File: config.mk
export PLATFORM = sky130hd
export DESIGN_NAME = uart_tx_sched
export DESIGN_NICKNAME = d
export VERILOG_FILES = /design/src/rtl/uart_pkg.sv /design/src/rtl/rr_arbiter.sv /design/src/rtl/uart_tx_sched.sv
export SDC_FILE = /design/constraint.sdc
export NUM_CORES = 1
export LEC_CHECK = 0
export CAP_MARGIN = 20
export CORE_MARGIN = 1.5
export CORE_UTILIZATION = 55
export CTS_BUF_LIST = sky130_fd_sc_hd__clkbuf_4 sky130_fd_sc_hd__clkbuf_8
export CTS_CLUSTER_SIZE = 40
export DETAILED_ROUTE_END_ITERATION = 8
export GPL_TIMING_DRIVEN = 0
export PLACE_DENSITY_LB_ADDON = 0.12
export SYNTH_ARGS = -nofsm -noshare
export SYNTH_HDL_FRONTEND = slang
export SYNTH_SLANG_ARGS = --single-unit
File: constraint.sdc
create_clock -name clk -period 4.9 [get_ports clk]
set_clock_uncertainty 0.1 [all_clocks]
set_input_delay 1.225 -clock clk [delete_from_list [all_inputs] [get_ports clk]]
set_output_delay 1.225 -clock clk [all_outputs]
set_load 0.005 [all_outputs]
File: src/rtl/uart_pkg.sv
// Shared definitions for the UART transmit path: byte width, header base
// and the scheduler state encoding.
package uart_pkg;

  localparam int BYTE_W = 8;
  localparam logic [BYTE_W-1:0] HDR_BASE_DEFAULT = 8'hA0;

  typedef enum logic [1:0] {
    IDLE,
    HDR,
    SEND,
    WAIT
  } state_t;

endpackage

File: src/rtl/rr_arbiter.sv
// Combinational rotate-priority arbiter: the search starts one above ptr
// and wraps modulo N, so the last winner gets the lowest priority next time.
module rr_arbiter #(
  parameter int N     = 4,
  parameter int IDX_W = 2
) (
  input  logic [N-1:0]     req,
  input  logic [IDX_W-1:0] ptr,
  output logic [N-1:0]     gnt,
  output logic [IDX_W-1:0] idx,
  output logic             any
);

  logic [IDX_W-1:0] pos;

  always_comb begin
    gnt = '0;
    idx = '0;
    any = 1'b0;
    pos = '0;
    for (int k = 1; k <= N; k++) begin
      pos = IDX_W'((int'(ptr) + k) % N);
      if (!any && req[pos]) begin
        any      = 1'b1;
        gnt[pos] = 1'b1;
        idx      = pos;
      end
    end
  end

endmodule

File: src/rtl/uart_tx_sched.sv
// Shares one UART transmitter between N requesters, one whole frame per
// grant, with an optional id header byte and a watchdog for stuck frames.
module uart_tx_sched
  import uart_pkg::*;
#(
  parameter int                N        = 4,
  parameter int                HDR_EN   = 1,
  parameter logic [BYTE_W-1:0] HDR_BASE = HDR_BASE_DEFAULT,
  parameter logic [15:0]       TIMEOUT  = 16'd50000
) (
  input  logic                clk,
  input  logic                rst,
  input  logic [N-1:0]        req_valid,
  input  logic [BYTE_W*N-1:0] req_data,
  input  logic [N-1:0]        req_last,
  output logic [N-1:0]        req_ready,
  output logic [N-1:0]        grant,
  output logic                active,
  output logic                tx_start,
  output logic [BYTE_W-1:0]   tx_data,
  input  logic                tx_busy,
  input  logic                tx_done,
  output logic                err
);

  localparam int IDX_W = $clog2(N);

  state_t           state, state_nxt;
  logic [IDX_W-1:0] id, id_nxt;
  logic [IDX_W-1:0] ptr, ptr_nxt;
  logic [N-1:0]     grant_nxt;
  logic             hdr_phase, hdr_nxt;
  logic             last_q, last_nxt;
  logic [15:0]      wd_cnt, wd_nxt;
  logic             err_nxt;
  logic             wd_expired;

  logic [N-1:0]     arb_gnt;
  logic [IDX_W-1:0] arb_idx;
  logic             arb_any;

  logic [BYTE_W-1:0] req_bytes [N];

  for (genvar g = 0; g < N; g++) begin : g_unpack
    assign req_bytes[g] = req_data[g*BYTE_W +: BYTE_W];
  end

  rr_arbiter #(
    .N     (N),
    .IDX_W (IDX_W)
  ) u_arb (
    .req (req_valid),
    .ptr (ptr),
    .gnt (arb_gnt),
    .idx (arb_idx),
    .any (arb_any)
  );

  // The watchdog overrides every state action, including a same-cycle byte offer.
  always_comb begin
    state_nxt = state;
    id_nxt    = id;
    ptr_nxt   = ptr;
    grant_nxt = grant;
    hdr_nxt   = hdr_phase;
    last_nxt  = last_q;
    err_nxt   = 1'b0;
    tx_start  = 1'b0;
    tx_data   = '0;
    req_ready = '0;
    wd_expired = (state != IDLE) && (wd_cnt == TIMEOUT - 16'd1);

    if (wd_expired) begin
      err_nxt   = 1'b1;
      grant_nxt = '0;
      ptr_nxt   = id;
      state_nxt = IDLE;
    end else begin
      case (state)
        IDLE: begin
          if (arb_any) begin
            grant_nxt = arb_gnt;
            id_nxt    = arb_idx;
            hdr_nxt   = 1'b0;
            last_nxt  = 1'b0;
            state_nxt = (HDR_EN != 0) ? HDR : SEND;
          end
        end
        HDR: begin
          if (!tx_busy) begin
            tx_start  = 1'b1;
            tx_data   = HDR_BASE | BYTE_W'(id);
            hdr_nxt   = 1'b1;
            state_nxt = WAIT;
          end
        end
        SEND: begin
          if (req_valid[id] && !tx_busy) begin
            tx_start      = 1'b1;
            tx_data       = req_bytes[id];
            req_ready[id] = 1'b1;
            last_nxt      = req_last[id];
            hdr_nxt       = 1'b0;
            state_nxt     = WAIT;
          end
        end
        WAIT: begin
          if (tx_done) begin
            if (last_q && !hdr_phase) begin
              state_nxt = IDLE;
              ptr_nxt   = id;
              grant_nxt = '0;
            end else begin
              state_nxt = SEND;
            end
          end
        end
        default: state_nxt = IDLE;
      endcase
    end

    wd_nxt = ((state_nxt != state) || (state == IDLE)) ? 16'd0 : wd_cnt + 16'd1;
  end

  always_ff @(posedge clk or negedge rst) begin
    if (!rst) begin
      state     <= IDLE;
      id        <= '0;
      ptr       <= IDX_W'(N - 1);
      grant     <= '0;
      hdr_phase <= 1'b0;
      last_q    <= 1'b0;
      wd_cnt    <= '0;
      err       <= 1'b0;
      active    <= 1'b0;
    end else begin
      state     <= state_nxt;
      id        <= id_nxt;
      ptr       <= ptr_nxt;
      grant     <= grant_nxt;
      hdr_phase <= hdr_nxt;
      last_q    <= last_nxt;
      wd_cnt    <= wd_nxt;
      err       <= err_nxt;
      active    <= (state_nxt != IDLE);
    end
  end

endmodule

=== Word-level counts from Yosys, hierarchy flattened ===
Index checks and enable logic that the tools add are counted.

* Output and inout bits: 19
* Word-level logic and storage cells: 144
* Register bits after elaboration: 30
* Input port bits: 44

* Multiplexer cells: 72
* $add $sub $neg: 5
* Magnitude comparators: 11
* Bitwise gates (word level): 5
* Equal/unequal tests: 11
* Reductions and logical operators: 31

{| class="wikitable"
|+ Operators with widths
! kind !! number
|-
| $mux W4 || 11
|-
| $mux W8 || 5
|-
| $mux W2 || 14
|-
| $mux W1 || 23
|-
| $add A16 B1 Y16 const B || 1
|-
| $bmux W8 S2 || 1
|-
| $eq A16 B16 Y1 const B || 1
|-
| $mux W16 || 1
|-
| $pmux W8 S2 || 1
|-
| $lt A2 B3 Y1 const B || 5
|-
| $bmux W1 S2 || 6
|-
| $or A4 B4 Y4 || 3
|-
| $reduce_bool A2 Y1 || 6
|-
| $logic_and A1 B1 Y1 || 11
|-
| $demux W1 S2 || 5
|-
| $ge A2 B1 Y1 const B || 5
|-
| $ne A3 B3 Y1 const B || 3
|-
| $pmux W2 S4 || 1
|-
| $pmux W4 S2 || 1
|-
| $reduce_and A4 Y1 || 2
|-
| $ne A2 B2 Y1 const B || 3
|-
| $reduce_and A3 Y1 || 2
|-
| $reduce_bool A3 Y1 || 2
|-
| $logic_not A1 Y1 || 5
|-
| 13 further kinds || 17
|}

=== Depth between registers and ports, before layout ===
* Word-level depth: 19
* Mapped depth: 9

=== Hierarchy ===
From an unflattened synthesis, not the netlist that was laid out.

* Cells, all modules: 279
* Area total of the unflattened synthesis: 2697.6 µm²

{| class="wikitable"
|+ By module, submodules not included
! module !! instances !! area an instance (µm²) !! cells each !! seq. area each (µm²)
|-
| uart_tx_sched || 1 || 2172.1 || 211 || 753.2
|-
| rr_arbiter || 1 || 525.5 || 68 || 0.0
|}

=== Worst setup path after synthesis ===
No wires, ideal clock.

* Path kind: in2out
* Start point: input port tx_busy
* End point: output port tx_data[2]
* Data arrival time: 2.322 ns
* Setup slack: 1.253 ns
* Path buffers: 1
* Stages on the path: 5
* Cell sequence: or3b_2 > o22ai_1 > buf_2 > nand3_1 > nor2b_1

* Longest elaborated chain between the ends: 5

{| class="wikitable"
|+ Ends and longest elaborated chain
! what !! line !! source
|-
| start, declared || uart_tx_sched.sv:21 || <nowiki>input logic tx_busy,</nowiki>
|-
| $logic_not A1 Y1 || uart_tx_sched.sv:98 || <nowiki>if (req_valid[id] && !tx_busy) begin</nowiki>
|-
| $logic_and A1 B1 Y1 || uart_tx_sched.sv:98 ||
|-
| $mux W8 || uart_tx_sched.sv:98 ||
|-
| $pmux W8 S2 || uart_tx_sched.sv:79 || <nowiki>case (state)</nowiki>
|-
| $mux W8 || uart_tx_sched.sv:73 || <nowiki>if (wd_expired) begin</nowiki>
|-
| end, declared || uart_tx_sched.sv:20 || <nowiki>output logic [BYTE_W-1:0] tx_data,</nowiki>
|}

Every way passes these cells.

=== Worst setup path after layout ===
Same ends and word-level chain as after synthesis.

==> results.toml <==
[cells_and_area]
synthToLayoutAreaGrowth_pct = 33.0
final_cell_area_um2 = 3220
stdcell_count = 350
fin_nets = 358
drive_above_1_share = 0.163
final_cell_mix = "clkdlybuf4s50_1 (62), dfrtp_1 (28), nor2_1 (17)"
layout_commonest_cell = "clkdlybuf4s50_1"
fin_util = 0.783
n_antenna_cell = 0

[placed_design]
gp_congestion = 0.843
port_buffers = 62
dp.cells = 343
dp_slack_ns = -0.000914
place_area_um2 = 3130
post-dp-hpwl_mm = 4.54

[detailed_routing]
routed_wl_mm = 5.79
firstDrtPassIters = 4
vias_per_cell = 6.04
drtIter0Drc = 110
wl_per_cell_um = 16.5
ant_nets = 0
remaining_drc_errors = 0
via_count = 2113

[floorplan]
initial_core_util = 0.589
coreArea_um2 = 4120
die_w_um = 69.4
die_h_um = 69.4
dieArea_um2 = 4810
num_rows = 23
num_io_pins = 63

[global_routing]
grt_start_max_net_pins = 22
antenna_found_initial = 0
grt_pass1_vias = 2257
track_usage = 0.264
grt_pass1_wl_mm = 10.3
overflow = 0

[synth]
syn_area_um2 = 2420
syn-num-nets = 288
ys_types = 56
synth-main-ff-cell = "dfrtp_1"
ys_ff_latch = 30
seq_area_frac_synth = 0.311
synth_edf_count = 0
synthCells = 230
ys_warn_count = 0
syn_avg_cell_area_um2 = 10.5
synthArstFlopShare = 1.00

[clock_tree]
cts.sinks = 30
cts_buffers = 5
clk_latency_ns = 0.28
cts.clk_slew.worst_paths_ns = 0.06
cts_buffer_depth = 2
htreeDepth = 2
cts-root-buf = "clkbuf_8"
hold_buffers = 0
tritoncts = "done"

[min_path]
worstHoldStart = "wd_cnt[0]$_DFF_PN0_"
hold_depth = 1
hp-class = "reg2reg"
hold-path-endpoint = "wd_cnt[0]$_DFF_PN0_"

[critical_path]
reg2reg_from = "ptr[0]$_DFFE_PN1P_"
rrSetupSlack_ns = 1.86
start_kind = "primary input"
end_kind = "primary output"
worstPathArrival_ns = 3.44
r2r-end = "grant[3]$_DFFE_PN0P_"
worst-setup-path-type = "in2out"
r2r_cells = 8
path_max_fanout = 10
required_ns = 3.58

[timing]
fin_ws_ns = 0.138
layout_worst_path_cycle_share = 0.972
rsz0062_at_grt = "false"
slew_viol_final = 0
setup_viol = 0
max_freq_mhz = 210
fin_tns_setup_ns = 0
hold_viol_final = 0
holdWs_ns = 0.380
tightest_slew_ns = 0.717
slew_headroom = 0.522
finalCriticalPeriod_ns = 4.76

[pwr]
irDropWorstVdd_uv = 201
power_leakage_nw = 1.27
total_power_mw = 1.46
power_density_nw_per_um2 = 452

[flow_run]
cap_violations = 0

[run_status]
status = "completed"
## worst max-delay path by stage
| stage | cells after the start | to | slack (ns) | start |
|---|---|---|---|---|
| 2_1_floorplan | 5 | tx_data[2] | 1.25 | tx_busy |
| 3_3_place_gp | 7 | tx_data[2] | 0.04 | tx_busy |
| 3_5_place_dp | 7 | tx_data[2] | -0.0009 | tx_busy |
| 4_1_cts | 7 | tx_data[2] | 0.05 | tx_busy |
| 5_1_grt | 7 | tx_data[3] | 0.04 | tx_busy |
| 6_report | 7 | tx_data[2] | 0.14 | tx_busy |
## state kept, by name, summed over array words and instances (netlist names)
signal and count:
active 1, err 1, grant 4, hdr_phase 1, id 2, last_q 1
ptr 2, state 2, wd_cnt 16
## cell type report
class,count,area [µm²]
plain buffers,12,76.3
clock buffers,5,68.8
clock inverters,2,10.0
fillers,283,895
inverters,6,22.5
multi-input cells,182,1580
flip-flops and latches,30,753
well taps,50,62.6
repair buffers,63,648
## cell usage after synthesis, types with 2 or more instances
cell	number	area, µm²
dfrtp_1	28	701
nor2_1	17	63.8
ha_1	14	175
mux4_2	13	293
nor2b_1	11	68.8
nor3_2	10	100
nand3_1	9	45.0
nand2_1	7	26.3
nor3_1	7	35.0
xnor2_1	7	61.3
xor2_1	7	61.3
a21oi_1	6	30.0
and3_1	6	37.5
inv_1	6	22.5
clkbuf_1	5	18.8
nand2b_1	5	31.3
a221oi_1	4	35.0
a22o_1	4	35.0
o21ai_0	4	20.0
o2bb2ai_1	4	35.0
buf_6	3	33.8
mux2_2	3	33.8
mux2i_1	3	30.0
o221ai_1	3	26.3
a22oi_1	2	15.0
a32o_1	2	20.0
and2b_1	2	15.0
and4_1	2	17.5
buf_2	2	10.0
dfstp_2	2	52.6
nand4_1	2	12.5
nor3b_1	2	15.0
nor4_1	2	12.5
nor4b_1	2	17.5
o22ai_1	2	12.5
o31ai_1	2	15.0
## worst max-delay path, stage by stage
cell and delay (ns):
clkdlybuf4s50_1 0.47, or3b_2 0.54, o22ai_2 0.18, buf_4 0.21
nand3_1 0.15, nor2b_1 0.13, clkdlybuf4s50_1 0.51
## per-layer routing
metal  GRT usage  share of wire
met1       0.309           0.41
met2       0.472           0.52
met3      0.0581          0.066
met4      0.0915          0.011
met5           0              0
## where the power goes
part	internal [mW]	switching, mW
sequential	0.307	0.0577
combinational	0.444	0.465
clock	0.0950	0.0888
## kinds of logic (layout without fill, tap and decap cells)
group	after synthesis	after routing	share of synthesized area
AND/OR/NAND/NOR	93	93	0.242
adder cells (fa/ha/maj)	14	14	0.0723
buffers and inverters	18	88	0.0398
XOR/XNOR	14	14	0.0506
AO/OA/AOI/OAI	42	42	0.137
multiplexers	19	19	0.147
flip-flops	30	30	0.311
## repair_timing
| action | 4_1_cts | 5_1_grt |
|---|---|---|
| endpoints found under the setup margin | 1 | 5 |
| endpoints found under the hold margin | 0 | 0 |
| buffers inserted | 0 | 0 |
| gates resized for setup | 1 | 1 |
Note: power is estimated with default switching activity, not from simulation.
